$ cat src/rtl/pipe_mul_pkg.sv
// Shared types and the partial-product helper for the pipelined multiplier.
// Operand width is limited to 32 bits so a product fits the 64-bit helper datapath.
package pipe_mul_pkg;

    localparam int MAX_PROD_W = 64;

    // Width-independent control part of every stage record.
    typedef struct packed {
        logic valid;
        logic is_signed;
    } stage_ctl_t;

    // One shift-and-add term; the top multiplier bit carries negative weight when signed.
    function automatic logic [MAX_PROD_W-1:0] pp_term(
        input logic [MAX_PROD_W-1:0] a_ext,
        input logic                  b_bit,
        input int unsigned           idx,
        input logic                  is_signed,
        input int unsigned           width
    );
        logic [MAX_PROD_W-1:0] t;
        t = b_bit ? (a_ext << idx) : '0;
        if (is_signed && (idx == width - 1)) begin
            t = -t;
        end
        return t;
    endfunction

endpackage

$ cat src/rtl/pipe_mul_stage.sv
// One multiplier pipeline stage: folds PP_PER_STAGE partial products into the
// running accumulator and registers the whole operation record on load.
module pipe_mul_stage
    import pipe_mul_pkg::*;
#(
    parameter int WIDTH        = 8,
    parameter int PP_PER_STAGE = 2,
    parameter int TAG_W        = 4,
    parameter int STAGE_IDX    = 0
) (
    input  logic               clk,
    input  logic               rst,
    input  logic               flush,
    input  logic               load,
    input  logic               in_valid,
    input  logic               in_signed,
    input  logic [2*WIDTH-1:0] in_a_ext,
    input  logic [WIDTH-1:0]   in_b,
    input  logic [2*WIDTH-1:0] in_acc,
    input  logic [TAG_W-1:0]   in_tag,
    output logic               valid,
    output logic               is_signed,
    output logic [2*WIDTH-1:0] a_ext,
    output logic [WIDTH-1:0]   b,
    output logic [2*WIDTH-1:0] acc,
    output logic [TAG_W-1:0]   tag
);

    localparam int PW = 2 * WIDTH;

    typedef struct packed {
        stage_ctl_t        ctl;
        logic [PW-1:0]     a_ext;
        logic [WIDTH-1:0]  b;
        logic [PW-1:0]     acc;
        logic [TAG_W-1:0]  tag;
    } stage_rec_t;

    stage_rec_t    rec_d, rec_q;
    logic [PW-1:0] terms [PP_PER_STAGE];
    logic [PW-1:0] acc_sum;

    for (genvar j = 0; j < PP_PER_STAGE; j++) begin : g_term
        assign terms[j] = PW'(pp_term(MAX_PROD_W'(in_a_ext),
                                      in_b[STAGE_IDX*PP_PER_STAGE+j],
                                      STAGE_IDX * PP_PER_STAGE + j,
                                      in_signed,
                                      WIDTH));
    end

    // Sum wraps modulo 2^(2*WIDTH), which is exactly the product range.
    always_comb begin
        acc_sum = in_acc;
        for (int j = 0; j < PP_PER_STAGE; j++) begin
            acc_sum = acc_sum + terms[j];
        end
    end

    always_comb begin
        rec_d               = '0;
        rec_d.ctl.valid     = in_valid;
        rec_d.ctl.is_signed = in_signed;
        rec_d.a_ext         = in_a_ext;
        rec_d.b             = in_b;
        rec_d.acc           = acc_sum;
        rec_d.tag           = in_tag;
    end

    // Flush only drops the valid bit; data may still load and is simply ignored.
    always_ff @(posedge clk or posedge rst) begin
        if (rst) begin
            rec_q <= '0;
        end else begin
            if (load) begin
                rec_q <= rec_d;
            end
            if (flush) begin
                rec_q.ctl.valid <= 1'b0;
            end
        end
    end

    assign valid     = rec_q.ctl.valid;
    assign is_signed = rec_q.ctl.is_signed;
    assign a_ext     = rec_q.a_ext;
    assign b         = rec_q.b;
    assign acc       = rec_q.acc;
    assign tag       = rec_q.tag;

endmodule

$ cat src/rtl/pipe_mul_param.sv
// Parametrised pipelined multiplier with valid/ready on both sides, tag
// sideband, per-beat signed mode, synchronous flush and bubble collapsing.
module pipe_mul_param
    import pipe_mul_pkg::*;
#(
    parameter int WIDTH        = 8,
    parameter int PP_PER_STAGE = 2,
    parameter int TAG_W        = 4
) (
    input  logic                                       clk,
    input  logic                                       rst,
    input  logic                                       flush,
    input  logic                                       in_valid,
    output logic                                       in_ready,
    input  logic                                       in_signed,
    input  logic [WIDTH-1:0]                           mul_a,
    input  logic [WIDTH-1:0]                           mul_b,
    input  logic [TAG_W-1:0]                           in_tag,
    output logic                                       out_valid,
    input  logic                                       out_ready,
    output logic [2*WIDTH-1:0]                         mul_out,
    output logic [TAG_W-1:0]                           out_tag,
    output logic [$clog2(WIDTH/PP_PER_STAGE+1)-1:0]    in_flight
);

    localparam int NSTAGE = WIDTH / PP_PER_STAGE;
    localparam int PW     = 2 * WIDTH;
    localparam int CNT_W  = $clog2(NSTAGE + 1);

    logic [NSTAGE-1:0] st_valid;
    logic [NSTAGE-1:0] st_signed;
    logic [NSTAGE-1:0] st_load;
    logic [PW-1:0]     st_a_ext [NSTAGE];
    logic [WIDTH-1:0]  st_b     [NSTAGE];
    logic [PW-1:0]     st_acc   [NSTAGE];
    logic [TAG_W-1:0]  st_tag   [NSTAGE];

    logic          in_fire;
    logic [PW-1:0] in_a_ext;
    logic          unused_tail;

    // A stage loads when empty or when its successor loads; the ripple runs from out_ready.
    always_comb begin
        logic carry;
        carry   = out_ready;
        st_load = '0;
        for (int k = NSTAGE - 1; k >= 0; k--) begin
            st_load[k] = ~st_valid[k] | carry;
            carry      = st_load[k];
        end
    end

    assign in_ready = st_load[0] & ~flush;
    assign in_fire  = in_valid & in_ready;
    assign in_a_ext = in_signed ? {{WIDTH{mul_a[WIDTH-1]}}, mul_a} : {{WIDTH{1'b0}}, mul_a};

    for (genvar k = 0; k < NSTAGE; k++) begin : g_stage
        logic              src_valid;
        logic              src_signed;
        logic [PW-1:0]     src_a_ext;
        logic [WIDTH-1:0]  src_b;
        logic [PW-1:0]     src_acc;
        logic [TAG_W-1:0]  src_tag;

        if (k == 0) begin : g_first
            assign src_valid  = in_fire;
            assign src_signed = in_signed;
            assign src_a_ext  = in_a_ext;
            assign src_b      = mul_b;
            assign src_acc    = '0;
            assign src_tag    = in_tag;
        end else begin : g_next
            assign src_valid  = st_valid[k-1];
            assign src_signed = st_signed[k-1];
            assign src_a_ext  = st_a_ext[k-1];
            assign src_b      = st_b[k-1];
            assign src_acc    = st_acc[k-1];
            assign src_tag    = st_tag[k-1];
        end

        pipe_mul_stage #(
            .WIDTH        (WIDTH),
            .PP_PER_STAGE (PP_PER_STAGE),
            .TAG_W        (TAG_W),
            .STAGE_IDX    (k)
        ) u_stage (
            .clk       (clk),
            .rst       (rst),
            .flush     (flush),
            .load      (st_load[k]),
            .in_valid  (src_valid),
            .in_signed (src_signed),
            .in_a_ext  (src_a_ext),
            .in_b      (src_b),
            .in_acc    (src_acc),
            .in_tag    (src_tag),
            .valid     (st_valid[k]),
            .is_signed (st_signed[k]),
            .a_ext     (st_a_ext[k]),
            .b         (st_b[k]),
            .acc       (st_acc[k]),
            .tag       (st_tag[k])
        );
    end

    always_comb begin
        logic [CNT_W-1:0] cnt;
        cnt = '0;
        for (int k = 0; k < NSTAGE; k++) begin
            cnt = cnt + CNT_W'(st_valid[k]);
        end
        in_flight = cnt;
    end

    assign out_valid = st_valid[NSTAGE-1];
    assign mul_out   = st_acc[NSTAGE-1];
    assign out_tag   = st_tag[NSTAGE-1];

    // Operand copies in the final stage have no consumer.
    assign unused_tail = ^{st_signed[NSTAGE-1], st_a_ext[NSTAGE-1], st_b[NSTAGE-1]};

endmodule
$ cat config.mk
export PLATFORM = sky130hd
export DESIGN_NAME = pipe_mul_param
export DESIGN_NICKNAME = d
export VERILOG_FILES = /design/src/rtl/pipe_mul_pkg.sv /design/src/rtl/pipe_mul_stage.sv /design/src/rtl/pipe_mul_param.sv
export SDC_FILE = /design/constraint.sdc
export NUM_CORES = 1
export LEC_CHECK = 0
export ABC_AREA = 1
export BUFFER_PORTS_ARGS = -buffer_cell sky130_fd_sc_hd__buf_2
export CAP_MARGIN = 20
export CORE_AREA = 2 2 89 177
export CTS_BUF_LIST = sky130_fd_sc_hd__clkbuf_4
export DETAILED_ROUTE_END_ITERATION = 12
export DIE_AREA = 0 0 91 179
export PLACE_DENSITY = 0.8
export SLEW_MARGIN = 20
export SYNTH_ARGS = -nofsm -noshare
export SYNTH_HDL_FRONTEND = slang
export SYNTH_SLANG_ARGS = --single-unit
$ cat constraint.sdc
create_clock -name clk -period 13.1 [get_ports clk]
set_input_delay 2.62 -clock clk [delete_from_list [all_inputs] [get_ports clk]]
set_output_delay 2.62 -clock clk [all_outputs]
set_load 0.02 [all_outputs]
==> results of run 1 <==
-- power by group --
group / internal, mW / switching (mW) / total (mW)
registers: 0.466 / 0.0507 / 0.516
clock network: 0.0846 / 0.168 / 0.253
logic: 0.222 / 0.366 / 0.588
total: 0.773 / 0.585 / 1.36
-- synthesized netlist by cell type, drive strengths merged --
library cell / count
nand4: 10
dfrtp: 126
clkbuf: 16
a21oi: 35
buf: 14
nor3: 2
o21ai: 81
nand2: 382
or2: 2
a31oi: 4
o211ai: 1
fa: 35
xor2: 12
nor2: 56
a21o: 2
nand3: 52
ha: 45
xnor2: 11
o22ai: 3
o21bai: 4
inv: 174
-- metrics by stage --
stage / utilization (%) / setup WS [ns]
2_1_floorplan: - / 6.95
3_3_place_gp: 56.4 / 5.77
3_5_place_dp: 56.4 / 5.66
4_1_cts: 58.1 / 5.65
5_1_grt: 58.2 / 5.33
6_report: 58.2 / 5.65
-- worst max-delay path, cell delays in order --
cell and delay [ns]:
buf_2 0.12, nor2_4 0.49, inv_2 0.25, nor2_8 0.32, nand2_4 0.29, nor2_8 0.44, nor2_1 0.09, buf_2 0.17
-- cell type report --
cell class	count	area, µm²	share of cell area, %
Clock buffer	18	135	1.54
Multi-Input combinational cell	737	4180	47.7
Tap cell	198	248	2.83
Timing Repair Buffer	51	262	2.99
Sequential cell	126	3150	36.0
Inverter	174	656	7.49
Clock inverter	14	124	1.41
Antenna cell	1	2.50	0.0286
-- logic make-up (layout without fill, tap and decap cells) --
family                     Yosys count  in the layout  share of synthesized area (%)
and+or+nand+nor                    504            504                           25.1
xor gates and xnor gates            23             23                           2.48
AOI/OAI and AO/OA                  130            130                           8.33
other                                0              1                              0
DFF                                126            126                           38.8
buffers and inverters              204            257                           9.78
adders and majority gates           80             80                           15.6
-- registers in the layout, indices dropped and copies added, names as in the netlist --
| signal | count |
|---|---|
| g_stage.u_stage.a_ext | 27 |
| g_stage.u_stage.tag | 16 |
| g_stage.u_stage.b | 12 |
| g_stage.u_stage.valid | 4 |
| g_stage.u_stage.acc | 64 |
| g_stage.u_stage.is_signed | 3 |
-- cells in the final DEF, fill, tap and decap left out --
cell	count
o21ai_1	5
inv_8	3
o21ai_0	76
clkbuf_4	18
fa_1	35
buf_6	1
xor2_1	12
inv_4	1
a21oi_1	35
a21o_1	2
buf_2	50
inv_1	169
clkinv_4	3
or2_2	2
nand2_1	381
nand4_1	10
inv_2	4
a31oi_1	4
nor2_1	53
clkinvlp_4	1
diode_2	1
o21bai_1	4
dfrtp_1	126
nand3_1	52
o22ai_1	3
nor2_8	2
ha_1	45
nor2_4	1
nor3_1	2
inv_6	6
o211ai_1	1
nand2_4	1
clkinv_1	1
xnor2_1	11
-- per-layer routing --
metal	track usage, %	vias up	wire (µm)
met1	29.1	3074	7530
met4	5.93	0	246
met2	39.2	120	8750
met3	3.66	17	453
li1	-	3389	-
met5	0	-	0
-- worst paths after layout --
kind,start,endpoint,slack (ns)
setup / recovery,out_ready,in_ready,5.65
hold / removal,g_stage[0].u_stage.b[5]$_DFFE_PP0N_,g_stage[0].u_stage.b[5]$_DFFE_PP0N_,0.50
setup reg to reg,g_stage[2].u_stage.b[7]$_DFFE_PP0P_,g_stage[3].u_stage.acc[15]$_DFFE_PP0P_,9.97
hold reg to reg,g_stage[0].u_stage.b[5]$_DFFE_PP0N_,g_stage[0].u_stage.b[5]$_DFFE_PP0N_,0.50
max in group asynchronous,rst,g_stage[0].u_stage.a_ext[14]$_DFFE_PP0N_,9.87
min in group asynchronous,rst,g_stage[3].u_stage.tag[0]$_DFFE_PP0P_,2.10
==> reports/qor.yml, run 1 <==
dpl.hpwl_mm: 13.3
cts_root_buffer: "clkbuf_4"
setup_tns_ns: 0
synth_top_cell_by_area: "dfrtp_1"
postRouteAntennaNets: 0
yosysSeqAreaShare_pct: 38.8
syn_avg_cell_area_um2: 7.62
viasPerCell: 5.00
skew_ns: 0.0204
num_rows: 64
syn_nets: 1173
power_mw: 1.36
grt_antenna_before_repair: 1
crit_path_end_kind: "output port"
rr_worst_depth: 11
synthCells: 1067
cap_viol_max_count: 0
gp_congestion: 0.858
via_count: 6600
cp.arrival_ns: 4.83
cts_sinks: 126
synth_area_leaders: "dfrtp_1 39%, nand2_1 18%, fa_1 8.6%, inv_1 7.9%, ha_1 6.9%"
stdcell_area_mm2: 0.00876
postPlaceCellArea_mm2: 0.00849
grt_pass1_vias: 6400
holdPathStages: 2
power.density_mw_per_mm2: 155
worst_pin_slew_ns: 0.924
cts_tree: "built"
slew_headroom_pct: 38.3
die_h_um: 179
clock.fmax_mhz: 134
nNetsFinal: 1213
drive_above_1_share_pct: 8.30
stdcell_count: 1319
fillers: 1423
finalHoldViolCount: 0
cts_inserted_buffers: 17
hold_class: "reg -> reg"
crit_type: "in -> out"
drt_iter0_drc: 289
synth_area_mm2: 0.00813
path_clk_slew_ns: 0.12
grt_start_max_net_pins: 83
clk_latency_ns: 0.55
io_pins: 51
cts_setup_buffers: 0
path_max_fanout: 37
coreArea_mm2: 0.0151
ys_seq_elements: 126
slew_viol_final: 0
yosysTopAreaCellShare_pct: 38.8
status: "finished clean"
die-area_mm2: 0.0163
numPortBuffers: 50
cts_buffer_depth: 2
setup_viol: 0
dp.cells: 1286
grt_use_total_pct: 22.4
cts_max_level: 4
peakVddDrop_uv: 87.9
yosysUniqueCellTypes: 28
post_cts_resized: 0
avgRoutedWirePerCell_um: 12.9
cp-start-kind: "input port"
firstDrtPassIters: 5
post-route-drc-count: 0
period_minus_slack_ns: 7.45
grt_setup_unrepaired: "no"
post-route-period-util_pct: 56.8
wl_mm: 17.0
hold_ws_ns: 0.496
crit_required_ns: 10.48
cts_hold_buf: 0
grt-ovfl-total: 0
initial_core_util_pct: 54.0
p_leak_nw: 5.06
yosysWarningCount: 0
grt_pass1_wl_mm: 29.4
chipWidth_um: 91
syn_to_final_growth_pct: 7.78
Note: power is estimated with default switching activity, not from simulation.
==> inputs of run 2 (changes only) <==
ABC_AREA = 0   (was 1)
CORE_AREA = 2 2 87 172   (was 2 2 89 177)
DIE_AREA = 0 0 89 174   (was 0 0 91 179)
PLACE_DENSITY = 0.79   (was 0.8)
clock period = 7.19 ns   (was 13.1 ns; I/O delays follow)
==> run 2 against run 1 <==
Final area is 4.4% lower; count of clock-buffer cells in the layout decreased by 1; die area fell by 4.9%; sequential power up 83%; setup slack got worse by 3.8 ns; routed wire length fell by 11%; critical endpoint unchanged.
==> reports/qor.yml, run 2 <==
cap_viol_max_count: 0  # unchanged
final_common_cell: "nand2_1"
coreArea_mm2: 0.0143  # -5.2%
dp.cells: 1089  # -15%
slew_viol_final: 0  # unchanged
clock.fmax_mhz: 187
post_cts_resized: 0  # unchanged
die-area_mm2: 0.0155  # -4.9%
ys_seq_elements: 126  # unchanged
die_h_um: 174  # -2.8%
post-route-period-util_pct: 74.3
finalHoldViolCount: 0  # unchanged
clk_latency_ns: 0.55  # about the same
grt_antenna_before_repair: 1  # unchanged
numPortBuffers: 50  # unchanged
dpl.hpwl_mm: 11.7  # -12%
power.density_mw_per_mm2: 286  # +85%
status: "finished clean"
largest_reg_flops: 64  # unchanged
stdcell_count: 1122  # -15%
slew_headroom_pct: 33.8  # -4.6 points
cts_setup_buffers: 0  # unchanged
setup_viol: 0  # unchanged
yosysTopAreaCellShare_pct: 41.2  # +2.4 points
fillers: 1320  # -7.2%
cts_sinks: 126  # unchanged
yosysSeqAreaShare_pct: 41.2  # +2.4 points
cp-start-kind: "input port"
worst_pin_slew_ns: 0.991  # +0.0670 ns
syn_avg_cell_area_um2: 8.78  # +15%
crit_required_ns: 5.75  # -4.73 ns
ys.flop_type: "dfrtp_1"
power.switching_mw: 0.922  # +58%
clkPwrFrac_pct: 21.7  # +3.1 points
via_count: 5801  # -12%
grt_pass1_vias: 6087  # -4.9%
post-route-drc-count: 0  # unchanged
synth_area_leaders: "dfrtp_1 41%, nand2_1 15%, fa_1 9.2%, ha_1 7.4%, and2_1 3.8%"
synth_top_cell_by_area: "dfrtp_1"
synth_edf_count: 0  # unchanged
avgRoutedWirePerCell_um: 13.4  # +4.2%
firstDrtPassIters: 4  # -1
yosysMostFrequentCell: "nand2_1"
pwr-share-seq_pct: 39.4  # +1.3 points
path_clk_slew_ns: 0.13  # about the same
crit_type: "in -> out"
cts_hold_buf: 0  # unchanged
cts_tree: "built"
setup_tns_ns: 0  # unchanged
synthCells: 872  # -18%
syn_nets: 978  # -17%
mostFrequentLayoutCells: "297 x nand2_1, 126 x dfrtp_1, 51 x inv_1"
grt_pass1_wl_mm: 26.8  # -9.0%
postRouteAntennaNets: 0  # unchanged
p_leak_nw: 4.26  # -16%
period_minus_slack_ns: 5.34
initial_core_util_pct: 53.6  # -0.37 points
cp.arrival_ns: 3.90  # -0.93 ns
swShare_pct: 38.5  # -4.6 points
chipWidth_um: 89  # -2.2%
grt_setup_unrepaired: "no"
crit_path_end_kind: "output port"
synth_area_mm2: 0.00765  # -5.8%
cts_max_level: 4  # unchanged
cts_buffer_depth: 2  # unchanged
viasPerCell: 5.17  # +3.3%
skew_ns: 0.0164  # -0.00401 ns
power.internal_mw: 1.47  # +91%
yosysWarningCount: 0  # unchanged
cts_inserted_buffers: 17  # unchanged
cts_root_buffer: "clkbuf_4"
syn_to_final_growth_pct: 9.45
nNetsFinal: 1022  # -16%
gp_congestion: 0.846  # -1.5%
async_reset_ff_share_pct: 100  # unchanged
grt_use_total_pct: 21.8  # -0.67 points
hold_class: "reg -> reg"
wl_mm: 15.1  # -11%
grt_start_max_net_pins: 67  # -19%
num_rows: 62  # -3.1%
yosys-top-cells-count: "298 x nand2_1, 126 x dfrtp_1, 52 x inv_1"
yosysUniqueCellTypes: 48  # +71%
grt-ovfl-total: 0  # unchanged
drive_above_1_share_pct: 10.7  # +2.4 points
drt_iter0_drc: 297  # +2.8%
postPlaceCellArea_mm2: 0.00807  # -5.0%
peakVddDrop_uv: 144  # +64%
stdcell_area_mm2: 0.00838  # -4.4%
path_max_fanout: 40  # +8.1%
combPwrFrac_pct: 38.9  # -4.4 points
io_pins: 51  # unchanged
-- run 2: cell count changes after synthesis, sizes merged, moves of 7 or more --
| cell | delta |
|---|---|
| inv | -122 |
| nand2 | -84 |
| nand3 | -50 |
| and2 | +47 |
| o21ai | -45 |
| nor2 | -13 |
| xnor2 | +13 |
| buf | -10 |
| clkbuf | +9 |
| nor3 | +9 |
| nand4 | -8 |
| o21a | +8 |
| o31ai | +7 |
-- run 2: path summary, 6_finish.rpt --
| kind | startpoint | end | slack [ns] | cells after the start |
|---|---|---|---|---|
| max | out_ready | in_ready | 1.85 | 7 |
| min | g_stage[3].u_stage.acc[4]$_DFFE_PP0P_ | g_stage[3].u_stage.acc[4]$_DFFE_PP0P_ | 0.48 | 2 |
| max reg2reg | g_stage[2].u_stage.b[7]$_DFFE_PP0P_ | g_stage[3].u_stage.acc[15]$_DFFE_PP0P_ | 3.47 | 15 |
| min reg2reg | g_stage[3].u_stage.acc[4]$_DFFE_PP0P_ | g_stage[3].u_stage.acc[4]$_DFFE_PP0P_ | 0.48 | 2 |
| max in group asynchronous | rst | g_stage[1].u_stage.acc[15]$_DFFE_PP0P_ | 4.91 | 3 |
| min in group asynchronous | rst | g_stage[2].u_stage.acc[0]$_DFFE_PP0P_ | 1.03 | 2 |
-- run 2: stage by stage --
stage                     hold WS [ns]  power, mW  setup WS [ns]  util [%]
after floorplan                  0.439       1.66           2.40         -
after global placement           0.445       1.86           1.92      56.5
after detailed placement         0.451       1.90           1.86      56.5
after CTS                        0.477       2.42           1.81      58.7
after global routing             0.501       2.61           1.61      58.7
final                            0.478       2.40           1.85      58.7
-- run 2: area by class of cell --
class	instances	area, µm²	area share (%)
antenna	1	2.50	0.0299
sequential	126	3150	37.6
tap	192	240	2.87
clock buffer	17	128	1.52
multi-input combinational	665	4200	50.1
inverter	52	198	2.36
clock inverter	15	175	2.09
timing repair buffer	54	280	3.35
-- run 2: critical path, stage by stage --
cell and delay, ns:
buf_2 0.10, and2b_1 0.65, nand2_1 0.77, nor3_2 0.31
buf_4 0.39, nor2_1 0.07, buf_2 0.17
-- run 2: power by group through the flow --
stage / sequential (mW) / clock [mW] / combinational [mW]
detailed placement: 0.961 / 0 / 0.936
CTS: 0.947 / 0.531 / 0.943
global placement: 0.954 / 0 / 0.902
global route: 0.968 / 0.561 / 1.09
floorplan: 0.988 / 0 / 0.676
finish: 0.944 / 0.520 / 0.931
-- run 2: layer usage --
metal / part of all wire [%] / up-vias / global-route usage (%) / routed length, µm
met4: 3.2 / 0 / 9.64 / 476
met5: 0 / - / 0 / 0
met1: 36 / 2776 / 22.5 / 5440
met3: 2.2 / 36 / 3.61 / 336
met2: 58 / 103 / 40.9 / 8790
li1: - / 2886 / - / -
-- run 2: cells by family (layout without fill, tap and decap cells) --
| kind of cell | count (synthesis) | in the layout | share of synthesized area (%) |
|---|---|---|---|
| AND/OR/NAND/NOR | 425 | 425 | 23.7 |
| flip-flops | 126 | 126 | 41.2 |
| AO/OA/AOI/OAI | 118 | 118 | 9.61 |
| buffers and inverters | 81 | 138 | 4.02 |
| adder cells (fa/ha/maj) | 80 | 80 | 16.5 |
| XOR/XNOR | 42 | 42 | 4.91 |
| other | 0 | 1 | 0 |
